## config.mk

```make
export PLATFORM = sky130hd
export DESIGN_NAME = knap_search_ctrl
export DESIGN_NICKNAME = d
export VERILOG_FILES = /design/src/rtl/knap_search_ctrl.sv
export SDC_FILE = /design/constraint.sdc
export NUM_CORES = 1
export LEC_CHECK = 0
export ABC_AREA = 1
export ABC_CLOCK_PERIOD_IN_PS = 7900
export CAP_MARGIN = 15
export CELL_PAD_IN_SITES_DETAIL_PLACEMENT = 0
export CELL_PAD_IN_SITES_GLOBAL_PLACEMENT = 1
export CORE_MARGIN = 5
export CORE_UTILIZATION = 38
export DETAILED_ROUTE_END_ITERATION = 6
export PLACE_DENSITY = 0.86
export RECOVER_POWER = 100
export SYNTH_ARGS = -nofsm -noshare
export SYNTH_HDL_FRONTEND = slang
export SYNTH_SLANG_ARGS = --single-unit
```

## constraint.sdc

```tcl
create_clock -name clk -period 7.9 [get_ports clk]
set_input_delay 0.79 -clock clk [delete_from_list [all_inputs] [get_ports clk]]
set_output_delay 0.79 -clock clk [all_outputs]
set_load 0.005 [all_outputs]
```

## src/rtl/knap_search_ctrl.sv

```systemverilog
// knap_search_ctrl: exhaustive 0/1 knapsack subset search controller.
//
// Walks every subset index idx = 0 .. 2^N_ITEMS-1, one per clock, and keeps
// the best subset whose total value >= MIN_VALUE and total weight <= MAX_WEIGHT.
// "Best" means the highest value; a tie on value goes to the lower weight, and
// a full tie keeps the earlier index.
//
// Optional feature (compile-time macro KNAP_EARLY_EXIT_EN): stop at the first
// valid subset in index order instead of scanning all of them.
//
// Ports:
//   clk          clock, rising edge
//   rst_n        asynchronous active-low reset
//   start        request a search (sampled only in IDLE)
//   abort        terminate an active scan (no done pulse)
//   busy         high while scanning
//   done         one-cycle pulse when a search completes
//   found        at least one subset satisfied both constraints
//   best_subset  bit i set = item i included
//   best_value   total value of best_subset
//   best_weight  total weight of best_subset
//   valid_count  number of valid subsets scanned
module knap_search_ctrl #(
    parameter int unsigned N_ITEMS = 7,
    parameter int unsigned VW      = 8,
    parameter logic [N_ITEMS*VW-1:0] ITEM_VALUES =
        {8'd10, 8'd12, 8'd10, 8'd1, 8'd2, 8'd2, 8'd4},
    parameter logic [N_ITEMS*VW-1:0] ITEM_WEIGHTS =
        {8'd2, 8'd2, 8'd4, 8'd1, 8'd2, 8'd1, 8'd12},
    parameter int unsigned MIN_VALUE  = 15,
    parameter int unsigned MAX_WEIGHT = 16
) (
    input  logic               clk,
    input  logic               rst_n,
    input  logic               start,
    input  logic               abort,
    output logic               busy,
    output logic               done,
    output logic               found,
    output logic [N_ITEMS-1:0] best_subset,
    output logic [31:0]        best_value,
    output logic [31:0]        best_weight,
    output logic [N_ITEMS:0]   valid_count
);

    typedef enum logic [1:0] {StIdle, StScan, StDone} state_t;

    localparam logic [N_ITEMS-1:0] IdxOne = 1;
    localparam logic [N_ITEMS:0]   VcOne  = 1;

    state_t             state_q;
    logic [N_ITEMS-1:0] idx_q;
    logic               busy_q, done_q, found_q;
    logic [N_ITEMS-1:0] best_subset_q;
    logic [31:0]        best_value_q, best_weight_q;
    logic [N_ITEMS:0]   valid_count_q;

    logic [31:0] sum_value, sum_weight;
    logic        is_valid, is_better, is_last;

    // Totals of the subset currently addressed by idx.
    always_comb begin
        sum_value  = '0;
        sum_weight = '0;
        for (int i = 0; i < int'(N_ITEMS); i++) begin
            if (idx_q[i]) begin
                sum_value  = sum_value + 32'(ITEM_VALUES[i*VW +: VW]);
                sum_weight = sum_weight + 32'(ITEM_WEIGHTS[i*VW +: VW]);
            end
        end
        is_valid  = (sum_value >= MIN_VALUE) && (sum_weight <= MAX_WEIGHT);
        // Strict comparisons so that a full tie keeps the earlier index.
        is_better = !found_q || (sum_value > best_value_q) ||
                    ((sum_value == best_value_q) && (sum_weight < best_weight_q));
        is_last   = &idx_q;
    end

    always_ff @(posedge clk or negedge rst_n) begin
        if (!rst_n) begin
            state_q       <= StIdle;
            idx_q         <= '0;
            busy_q        <= 1'b0;
            done_q        <= 1'b0;
            found_q       <= 1'b0;
            best_subset_q <= '0;
            best_value_q  <= '0;
            best_weight_q <= '0;
            valid_count_q <= '0;
        end else begin
            done_q <= 1'b0;
            unique case (state_q)
                StIdle: begin
                    if (start) begin
                        state_q       <= StScan;
                        busy_q        <= 1'b1;
                        idx_q         <= '0;
                        found_q       <= 1'b0;
                        best_subset_q <= '0;
                        best_value_q  <= '0;
                        best_weight_q <= '0;
                        valid_count_q <= '0;
                    end
                end
                StScan: begin
                    if (abort) begin
                        // The subset at this edge is dropped; results keep partial values.
                        state_q <= StIdle;
                        busy_q  <= 1'b0;
                    end else begin
                        if (is_valid) begin
                            valid_count_q <= valid_count_q + VcOne;
                            if (is_better) begin
                                found_q       <= 1'b1;
                                best_subset_q <= idx_q;
                                best_value_q  <= sum_value;
                                best_weight_q <= sum_weight;
                            end
                        end
`ifdef KNAP_EARLY_EXIT_EN
                        if (is_valid || is_last) begin
`else
                        if (is_last) begin
`endif
                            state_q <= StDone;
                            busy_q  <= 1'b0;
                        end else begin
                            idx_q <= idx_q + IdxOne;
                        end
                    end
                end
                StDone: begin
                    // done is registered here, so it shows in the cycle after DONE.
                    done_q  <= 1'b1;
                    state_q <= StIdle;
                end
                default: state_q <= StIdle;
            endcase
        end
    end

    assign busy        = busy_q;
    assign done        = done_q;
    assign found       = found_q;
    assign best_subset = best_subset_q;
    assign best_value  = best_value_q;
    assign best_weight = best_weight_q;
    assign valid_count = valid_count_q;

endmodule

```

## After elaboration in Yosys (flattened, before gate mapping)

Cells that the tools add are included.

| cells by class | value |
|---|---|
| order comparisons | 4 |
| muxes and demuxes | 49 |
| $add $sub $neg | 14 |
| eq/ne operators | 9 |
| reductions and logical operators | 13 |

Operator list:

| cell | number |
|---|---|
| 2-to-1 mux 32 bit | 19 |
| adder 32 x 2 -> 32 bit, second input constant | 5 |
| case mux 32 bit (2 select lines) | 2 |
| adder 32 x 1 -> 32 bit, second input constant | 3 |
| adder 32 x 4 -> 32 bit, second input constant | 3 |
| 2-to-1 mux 7 bit | 6 |
| adder 32 x 3 -> 32 bit, second input constant | 1 |
| == test 32 bit | 1 |
| greater-or-equal comparator 32 x 4 -> 1 bit, second input constant | 1 |
| greater-than comparator 32 bit | 1 |
| less-or-equal comparator 32 x 5 -> 1 bit, second input constant | 1 |
| < comparator 32 bit | 1 |
| case mux 7 bit (2 select lines) | 2 |
| 2-to-1 mux 8 bit | 3 |
| case mux 8 bit (2 select lines) | 1 |
| != test 2 bit, second input constant | 5 |
| adder 8 x 1 -> 8 bit, second input constant | 1 |
| 2-to-1 mux 1 bit | 8 |
| AND reduction 4 bit | 2 |
| adder 7 x 1 -> 7 bit, second input constant | 1 |
| AND reduction 7 bit | 1 |
| 2-to-1 mux 2 bit | 3 |
| AND reduction 5 bit | 1 |
| 2-to-1 mux 4 bit | 1 |
| other kinds (13) | 16 |

| storage, ports and cells | value |
|---|---|
| output and inout bits | 82 |
| bits of input ports | 4 |
| register bits after elaboration | 91 |

## Longest topological paths before layout

| depth | value |
|---|---|
| depth in word-level cells | 20 |
| mapped depth | 30 |
| gate-level depth less buffers | 29 |

## Least setup slack after synthesis

OpenSTA, ideal clock, no wires.

| timing path | value |
|---|---|
| path type | reg2reg |
| start point | register idx_q[0] |
| end point | register best_subset_q[3], in the netlist best_subset[3] |
| cell stages (with the launch flop) | 28 |
| setup slack | 4.089 ns |
| arrival time | 3.694 ns |
| library setup time | 0.117 ns |
| data required time | 7.783 ns |
| period minus slack after synthesis | 3.811 ns |
| path through | dfrtp_1 > ha_1 > nand2_1 > nand2_1 > ha_1 > or2_1 > nand2_2 > ha_1 > or2_4 > nand2_2 > nand2_2 > nand2_2 > nand2_1 > nand2_2 > inv_1 > ha_1 > nand2_1 > inv_1 > nand2_1 > nor4_1 > inv_1 > nor2_1 > nand2_1 > nand3_1 > nand3_4 > buf_8 > nand2_2 > nand2_1 |

| on the way | value |
|---|---|
| longest elaborated chain between the ends | 18 |

RTL lines:

| what | RTL line | text |
|---|---|---|
| start: declaration | 52 | `logic [N_ITEMS-1:0] idx_q;` |
| start signal: assignment | 127 | `idx_q <= idx_q + IdxOne;` |
| 2-to-1 mux 3 bit / 2-to-1 mux 4 bit (equally long branches) | 66 | `if (idx_q[i]) begin` |
| adder 32 x 2 -> 32 bit / adder 32 x 1 -> 32 bit (equally long branches) | 67, 68 |  |
| 2-to-1 mux 32 bit | 66 |  |
| adder 32 x 2 -> 32 bit (on tied branches) | 67, 68 |  |
| 2-to-1 mux 32 bit | 66 |  |
| adder 32 x 1 -> 32 bit (on tied branches) | 67, 68 |  |
| 2-to-1 mux 32 bit | 66 |  |
| adder 32 x 4 -> 32 bit / adder 32 x 3 -> 32 bit (equally long branches) | 67, 68 |  |
| (+2 left out) | -- |  |
| 2-to-1 mux 32 bit | 66 |  |
| adder 32 x 4 -> 32 bit / adder 32 x 2 -> 32 bit (equally long branches) | 67, 68 |  |
| 2-to-1 mux 32 bit | 66 |  |
| greater-than comparator 32 bit, or another cell as far along | 73 | `is_better = !found_q \|\| (sum_value > best_value_q) \|\|` |
| logical OR 1 bit / logical AND 1 bit (equally long branches) | 73, 74 |  |
| logical OR 1 bit | 73 |  |
| != test 2 bit (no source line) | -- |  |
| AND reduction 5 bit (no source line) (*) | -- |  |
| end signal: assignment | 114 | `best_subset_q <= idx_q;` |
| end: declaration | 54 | `logic [N_ITEMS-1:0] best_subset_q;` |

Mark *: on every way between the ends. The rest lies on a longest branch, timed or not.
A chain may end at the register's enable or synchronous reset.

## Worst setup path in the final report

| timing path | value |
|---|---|
| start point | register idx_q[0] |
| end point | register best_weight_q[3], in the netlist best_weight[3] |

| on the way | value |
|---|---|
| longest elaborated chain between the ends | 18 |

RTL lines:

| what | RTL line | text |
|---|---|---|
| 2-to-1 mux 3 bit / 2-to-1 mux 4 bit (equally long branches) | 66 |  |
| adder 32 x 2 -> 32 bit / adder 32 x 1 -> 32 bit (equally long branches) | 67, 68 |  |
| 2-to-1 mux 32 bit | 66 |  |
| adder 32 x 2 -> 32 bit (on tied branches) | 67, 68 |  |
| 2-to-1 mux 32 bit | 66 |  |
| adder 32 x 1 -> 32 bit (on tied branches) | 67, 68 |  |
| 2-to-1 mux 32 bit | 66 |  |
| adder 32 x 4 -> 32 bit / adder 32 x 3 -> 32 bit (equally long branches) | 67, 68 |  |
| (+2 left out) | -- |  |
| 2-to-1 mux 32 bit | 66 |  |
| adder 32 x 4 -> 32 bit / adder 32 x 2 -> 32 bit (equally long branches) | 67, 68 |  |
| 2-to-1 mux 32 bit | 66 |  |
| greater-than comparator 32 bit, or another cell as far along | 73 |  |
| logical OR 1 bit / logical AND 1 bit (equally long branches) | 73, 74 |  |
| logical OR 1 bit | 73 |  |
| != test 2 bit (no source line) | -- |  |
| AND reduction 5 bit (no source line) | -- |  |
| end signal: assignment | 116 | `best_weight_q <= sum_weight;` |
| end: declaration | 55 | `logic [31:0] best_value_q, best_weight_q;` |

Parallel ways exist; a longest one is shown, timed or not. The select of a mux whose other input is x is not followed.

==> impl_metrics.env <==
export IMPL_synth_top_area_share_pct=28.89
export IMPL_post_cts_setup_buffers=0
export IMPL_critical_path_class="reg -> reg"
export IMPL_synth_async_reset_ratio_pct=100.0
export IMPL_worstHoldPathType="reg -> reg"
export IMPL_routed_wl_mm=7.873
export IMPL_busiest_layer="met2"
export IMPL_fin_setup_tns_ps=0
export IMPL_grt_pass1_wl_mm=13.27
export IMPL_cts_max_level=2
export IMPL_cts_buffers=5
export IMPL_dpl_cell_area_um2=3777
export IMPL_area_delta_synth_final_pct=7.787
export IMPL_ys_seq_area_share_pct=28.89
export IMPL_use_met2_pct=23.25
export IMPL_die_width_um=106.7
export IMPL_cp_max_fo=22
export IMPL_ctsHoldBuffers=0
export IMPL_hold_viol=0
export IMPL_grt_setup_unrepaired="no"
export IMPL_rows=35
export IMPL_clk_latency_ps=300
export IMPL_num_vias=3000
export IMPL_synth_warnings=0
export IMPL_finalNetCount=572
export IMPL_pre_cts_ws_ps=3333
export IMPL_clkTransAtPathRegs_ps=80
export IMPL_yosysUniqueCellTypes=37
export IMPL_port_buffers=36
export IMPL_synth_commonest_cells="134 x nand2_1, 60 x inv_1, 52 x buf_4, 52 x nand3_1, 43 x nor2_1"
export IMPL_die_height_um=106.7
export IMPL_dr_pass1_iters=4
export IMPL_stdcell_area_um2=3827
export IMPL_netlist_top_cell_by_area="dfrtp_1"
export IMPL_slew_limit_headroom_pct=-54.18
export IMPL_syn_inst=510
export IMPL_irDropWorstVdd_mv=0.1422
export IMPL_cp_end_kind="register"
export IMPL_antenna_found_initial=0
export IMPL_avgSynthCellArea_um2=6.963
export IMPL_ios=86
export IMPL_grt_ovfl_total=0
export IMPL_synth_seq_cells=41
export IMPL_met3_usage_pct=2.709
export IMPL_cts_resized=0
export IMPL_worstMarginPinSlew_ps=2313
export IMPL_min_path_cells=2
export IMPL_r2r_cells=26
export IMPL_leakagePower_nw=2.206
export IMPL_grt_usage_pct=14.21
export IMPL_cts_root_buffer="clkbuf_8"
export IMPL_wl_per_cell_um=12.04
export IMPL_cts_tree="built"
export IMPL_synthFlopType="dfrtp_1"
export IMPL_final_antenna_net_count=0
export IMPL_synth_edf_count=0
export IMPL_setup_violations=0
export IMPL_grt_max_degree=42
export IMPL_vias_per_cell=4.587
export IMPL_setup_slack_ps=3193
export IMPL_synthTopCellsByArea="dfrtp_1 29%, nand2_1 14%, buf_4 11%"
export IMPL_grt_met1_usage_pct=19.64
export IMPL_synth_area_um2=3551
export IMPL_drive_above_1_share_pct=7.551
export IMPL_drc=0
export IMPL_die_area_um2=11380
export IMPL_period_share_pct=59.58
export IMPL_cp_required_ps=8080
export IMPL_finalMaxSlewViolations=42
export IMPL_detailed_place_hpwl_mm=5.960
export IMPL_period_needed_ps=4707
export IMPL_yosys_cell_count_top_type="nand2_1"
export IMPL_finClkSkew_ps=9.385
export IMPL_grt_pass1_vias=2813
export IMPL_powerDensity_nw_per_um2=226.4
export IMPL_worst_ep_arrival_time_ps=4890
export IMPL_gp_congestion=0.8771
export IMPL_core_um2=9196
export IMPL_violations="max-capacitance violations, max-slew violations"
export IMPL_max_freq_mhz=212.5
export IMPL_drt_initial_drc_count=79
export IMPL_cts_buffer_depth=2
export IMPL_antenna_cells=0
export IMPL_critPathLaunchType="register"
export IMPL_initial_core_util_pct=38.61
export IMPL_outcome="complete, but fails checks"
export IMPL_cts_sinks=41
export IMPL_maxCapViolCount=1
flip-flops by register name, indices dropped and copies added (netlist names):
| name | flops |
|---|---|
| best_weight | 8 |
| state_q | 2 |
| found | 1 |
| idx_q | 7 |
| valid_count | 8 |
| done | 1 |
| best_subset | 7 |
| best_value | 6 |
| busy | 1 |
through the flow:
stage / hold WS [ps] / total power [mW] / std cells / util [%]
final: 477.9 / 0.8665 / 654 / 41.62
after floorplan: 465.4 / 0.6261 / 559 / -
after CTS: 489.6 / 0.8955 / 654 / 42.01
after global routing: 515.4 / 0.9546 / 654 / 41.62
after detailed placement: 465.9 / 0.7513 / 646 / 41.07
after global placement: 465.4 / 0.7390 / 646 / 41.07
layer usage:
layer  vias up  wire length, um
met5         -                0
met4         0               55
met3         8              384
met2        68             3496
met1      1364             3936
li1       1560                -
cells in the final DEF (no fill, tap or decap), types with 2 or more instances in the layout:
master / n
a21oi_1: 13
clkbuf_8: 5
clkdlybuf4s50_1: 2
clkinv_2: 2
conb_1: 50
dfrtp_1: 41
dlygate4sd3_1: 33
ha_1: 26
inv_1: 60
inv_2: 3
nand2_1: 140
nand2_2: 15
nand3_1: 53
nand4_1: 3
nor2_1: 44
nor2_2: 2
o21ai_0: 17
o21ai_1: 4
or2_2: 6
xor2_1: 7
critical path: stages (launching register included):
cell and delay [ps]:
dfrtp_1 470, ha_1 340, nand2_1 80, nand2_1 80, ha_1 260, or2_0 250
nand2_2 100, ha_1 230, or2_2 300, nand2_1 90, nand2_1 80, nand2_1 100
nand2_1 50, nand2_1 100, inv_1 60, ha_1 270, nand2_1 50, inv_1 90
nand2_1 50, nor4_1 350, a21oi_1 110, nor2_1 120, nand2_1 60, nand3_1 70
nand2_1 490, nand3_1 240, nand2_1 90
where the power goes:
group | total, mW | internal [mW] | switching, mW
sequential | 0.286 | 0.246 | 0.0406
clock | 0.142 | 0.0611 | 0.0806
combinational | 0.439 | 0.157 | 0.282
kinds of logic after synthesis:
family	count (synthesis)	synth area share, %
flops	41	28.89
simple gates	269	34.00
xor+xnor	8	1.973
other cells	1	0.1056
fa+ha+maj	26	9.161
compound gates	38	5.744
buf+inv	127	20.12
area by class of cell:
cell class                      instances  area [um^2]
Tap cell                              111        138.9
Clock buffer                            5        68.82
Sequential cell                        41         1026
Clock inverter                          3        17.52
Inverter                               66        255.2
Timing Repair Buffer                   37        361.6
Multi-Input combinational cell        391         1959
Fill cell                             991         5369
final timing paths:
| path | startpoint | endpoint | slack, ps |
|---|---|---|---|
| max in group asynchronous | rst_n | idx_q[1] | 5400 |
| max reg2reg | idx_q[0] | best_weight[3] | 3190 |
| min in group asynchronous | rst_n | idx_q[3] | 1170 |
| max | idx_q[0] | best_weight[3] | 3190 |
| min reg2reg | best_subset[2] | best_subset[2] | 480 |
| min | best_subset[2] | best_subset[2] | 480 |
Note: power is estimated with default switching activity, not from simulation.
==> RTL edit 1, RTL diff (same settings) <==
Set the parameter `VW` to 16 (it was 8).
--- a/src/rtl/knap_search_ctrl.sv
+++ b/src/rtl/knap_search_ctrl.sv
@@ -24,3 +24,3 @@
     parameter int unsigned N_ITEMS = 7,
-    parameter int unsigned VW      = 8,
+    parameter int unsigned VW      = 16,
     parameter logic [N_ITEMS*VW-1:0] ITEM_VALUES =
Check against the original RTL: same outputs for any inputs over 4 cycles, from zero or initial values and one cycle with rst_n low; that may be too few to reach the edited logic, so the function may still have changed.
==> RTL edit 1 against the original RTL <==
The run still ends with max-capacitance violations, max-slew violations left; sequential cell count down 1; worst setup slack improved by 0.31 ns; total power rose by 8.7%; highest routed layer unchanged; clock power grew 4%; routed wire length down 16%; fmax increased by 7.0%; sequential share of layout area increased by 2.8 points; combinational power rose by 17%; design area decreased by 12%; synthesized area shrank 13%.
==> RTL edit 1: results (changes against the original RTL) <==
* Status: finished with violations (unchanged)
* Violated checks: max-capacitance violations, max-slew violations (unchanged)
* VDD IR max at 0.000105 V (was 0.000142 V)
* Power Density at 278 nW/um^2 (was 226 nW/um^2)
* Cells after synthesis at 411 (was 510)
* Number of sinks on the clock net at 40 (was 41)
* Largest net degree at the start of global routing at 41 (was 42)
* Top area cells in the synthesized netlist: dfrtp_1 32%, buf_4 13%, nand2_1 12% (was dfrtp_1 29%, nand2_1 14%, buf_4 11%)
* Non-Clock Buffer Area Fraction at 11.1% (was 9.45%)
* Dpl cell area at 3320 um^2 (was 3780 um^2)
* Final core occ at 41.8% (was 41.6%)
* Pre-CTS WS at 4.01 ns (was 3.33 ns)
* Wirelength per Cell at 12.1 um (was 12.0 um)
* Synth top cells by count: 96 x nand2_1, 53 x buf_4, 47 x inv_1 (was 134 x nand2_1, 60 x inv_1, 52 x buf_4, 52 x nand3_1, 43 x nor2_1)
* Layout net count at 473 (was 572)
* CP arrival at 4.63 ns (was 4.89 ns)
* Crit-path max cell delay at 0.83 ns (was 0.49 ns)
* WHS at 0.500 ns (was 0.478 ns)
* Initial DRC Count at 88 (was 79)
* First-pass GRT wire length at 11.2 mm (was 13.3 mm)
* Inst Count DP at 540 (was 646)
* Max-slew violations at 41 (was 42)
* Slew HR at -44.6% (was -54.2%)
* Fill cell count at 871 (was 991)
* Tot GR Track Use at 13.7% (was 14.2%)
* Share of layout cells above drive strength 1 at 6.77% (was 7.55%)
* Critical R2R Capture: best_weight[4]$_DFFE_PN0P_ (was best_weight[3]$_DFFE_PN0P_)
* Bufs w/o clock at 38 (was 37)
* Via Count at 2,451 (was 3,000)
* Number of max-cap violations at 1 (unchanged)
* Detailed Place HPWL at 5.04 mm (was 5.96 mm)
* Drt via density at 4.47 (was 4.59)
-- RTL edit 1: changes by cell type after synthesis, sizes merged, moves of 4 or more --
cell,change
nand2,-44
nand3,-21
inv,-13
o21ai,-11
nor2,-8
or2,-4
-- RTL edit 1: metal layers --
layer  vias to the layer above  global-route usage (%)  share of wire [%]  wire length [um]
met5                         -                       0                  0                 0
met4                         0                    3.73               0.91                60
met3                         7                    3.06                6.3               419
met2                        82                    24.8                 50              3330
met1                      1119                    16.3                 42              2800
li1                       1243                       -                  -                 -
-- RTL edit 1: where the power goes --
group / internal (uW) / switching (uW)
Clock: 70.8 / 77.1
Combinational: 190 / 322
Sequential: 240 / 41.1
-- RTL edit 1: cell families after synthesis --
logic type,Yosys count,synth area share (%)
buffers and inverters,113,21.1
other,1,0.121
XOR/XNOR,8,2.26
AO/OA/AOI/OAI,29,5.10
AND/OR/NAND/NOR,193,28.2
flip-flops,40,32.3
adder cells (fa/ha/maj),27,10.9
-- RTL edit 1: worst min-delay path by stage --
stage / start / endpoint / cells after the start
after floorplan: state_q[0]$_DFFE_PN0P_ / done$_DFF_PN0_ / 1
after global placement: best_subset[6]$_DFFE_PN0P_ / best_subset[6]$_DFFE_PN0P_ / 2
after CTS: best_subset[6]$_DFFE_PN0P_ / best_subset[6]$_DFFE_PN0P_ / 2
after global routing: state_q[0]$_DFFE_PN0P_ / done$_DFF_PN0_ / 1
after detailed placement: best_subset[6]$_DFFE_PN0P_ / best_subset[6]$_DFFE_PN0P_ / 2
final: best_subset[6]$_DFFE_PN0P_ / best_subset[6]$_DFFE_PN0P_ / 2
==> RTL edit 2, RTL diff (same settings) <==
Made on the original files. Add an input register stage for `start` and `abort`, with the module's reset; this delays them by one clock.
--- a/src/rtl/knap_search_ctrl.sv
+++ b/src/rtl/knap_search_ctrl.sv
@@ -50,2 +50,15 @@
 
+    logic start_q;
+    logic abort_q;
+
+    always_ff @(posedge clk or negedge rst_n) begin
+        if (!rst_n) begin
+            start_q <= '0;
+            abort_q <= '0;
+        end else begin
+            start_q <= start;
+            abort_q <= abort;
+        end
+    end
+
     state_t             state_q;
@@ -92,3 +105,3 @@
                 StIdle: begin
-                    if (start) begin
+                    if (start_q) begin
                         state_q       <= StScan;
@@ -104,3 +117,3 @@
                 StScan: begin
-                    if (abort) begin
+                    if (abort_q) begin
                         // The subset at this edge is dropped; results keep partial values.
Function: changed (Yosys sat finds a counterexample within 4 cycles, from zero or initial values and one cycle with rst_n low).
==> RTL edit 2 against the original RTL <==
Combinational power is 4% lower; total power is 5.9% higher; worst setup slack worse by 0.97 ns; sequential cell count rose by 2; design area rose by 1.1%; routed wire length is 1.8% higher; the flow still finishes with violations (max-capacitance violations, max-slew violations); synthesized area increased by 0.63%; critical path type unchanged; global-route usage is 0.20 points lower; first-iteration DRC count up 130%.
==> RTL edit 2: results (changes against the original RTL) <==
* Status: finished with violations (unchanged)
* Violated checks: max-capacitance violations, max-slew violations (unchanged)
* Initial DRC Count at 180 (was 79)
* Reg2reg start: idx_q[2]$_DFFE_PN0P_ (was idx_q[0]$_DFFE_PN0P_)
* Die Span X at 107 um (about the same)
* Cell family with most CP delay: compound AO/OA/AOI/OAI gates (was simple AND/OR/NAND/NOR gates)
* # clk buffers at 6 (was 5)
* Worst-Margin Slew at 2.39 ns (was 2.31 ns)
* P_int at 529 uW (was 464 uW)
* Number of max-cap violations at 2 (was 1)
* Final worst-path cycle share at 71.9% (was 59.6%)
* Fraction of area in multi-input gates at 50.0% (was 51.2%)
* Slowest-stage cell, CP: o21ai_0 (was nand2_1)
* Seq_cells at 43 (was 41)
* Top area cells in the synthesized netlist: dfrtp_1 30%, nand2_1 16%, buf_4 11% (was dfrtp_1 29%, nand2_1 14%, buf_4 11%)
* Max-slew violations at 66 (was 42)
* CP arrival at 5.88 ns (was 4.89 ns)
* Crit-path max cell delay at 1.60 ns (was 0.49 ns)
* Met2 Track Usage GR at 22.4% (was 23.2%)
* Pre-CTS WS at 3.25 ns (was 3.33 ns)
* Hold Startpoint: best_subset[1]$_DFFE_PN0P_ (was best_subset[2]$_DFFE_PN0P_)
* FF+latch area at 1080 um^2 (was 1030 um^2)
* Met1 usage at 19.6% (about the same)
* Cell count of the worst reg-to-reg path at 20 (was 26)
* Synth top cells by count: 156 x nand2_1, 56 x inv_1, 52 x buf_4 (was 134 x nand2_1, 60 x inv_1, 52 x buf_4, 52 x nand3_1, 43 x nor2_1)
* Number of non-clock inverters at 60 (was 66)
* Vias in the first global route at 2,799 (was 2,813)
* DRT Wirelength at 8.01 mm (was 7.87 mm)
* Tot GR Track Use at 14.0% (was 14.2%)
* Clk tree area frac at 3.43% (was 2.26%)
* Drt via density at 4.64 (was 4.59)
* First-pass GRT wire length at 13.2 mm (was 13.3 mm)
* CP Max Fanout at 21 (was 22)
* Termination of the worst setup path: valid_count[1]$_DFFE_PN0P_ (was best_weight[3]$_DFFE_PN0P_)
* Largest net degree at the start of global routing at 44 (was 42)
* Multi-input gate count at 393 (was 391)
[RTL edit 2: changes by cell type after synthesis, moves of 5 or more]
cell | before | now
nand4_1 | 3 | 24
nand3_1 | 52 | 33
nand2_2 | 19 | 8
o21ai_2 | 1 | 10
xor2_1 | 7 | 2
o21ai_1 | 9 | 0
nor2_1 | 43 | 34
nand2_1 | 134 | 156
[RTL edit 2: per-stage QoR]
stage                     cells  hold WS [ns]
final                       652         0.476
after global routing        652         0.491
after CTS                   652         0.483
after detailed placement    644         0.464
after global placement      644         0.459
after floorplan             560         0.440
[RTL edit 2: power groups by stage]
stage	Sequential (uW)	Combinational, uW	Clock, uW
floorplan	288	345	0
global placement	293	429	0
detailed placement	294	435	0
CTS	290	438	212
global route	294	490	220
finish	289	423	206
[RTL edit 2: cell families after synthesis]
family	synth area share [%]
simple gates	34.6
other cells	0.105
fa+ha+maj	8.05
flops	30.1
buf+inv	19.8
compound gates	6.90
xor+xnor	0.490
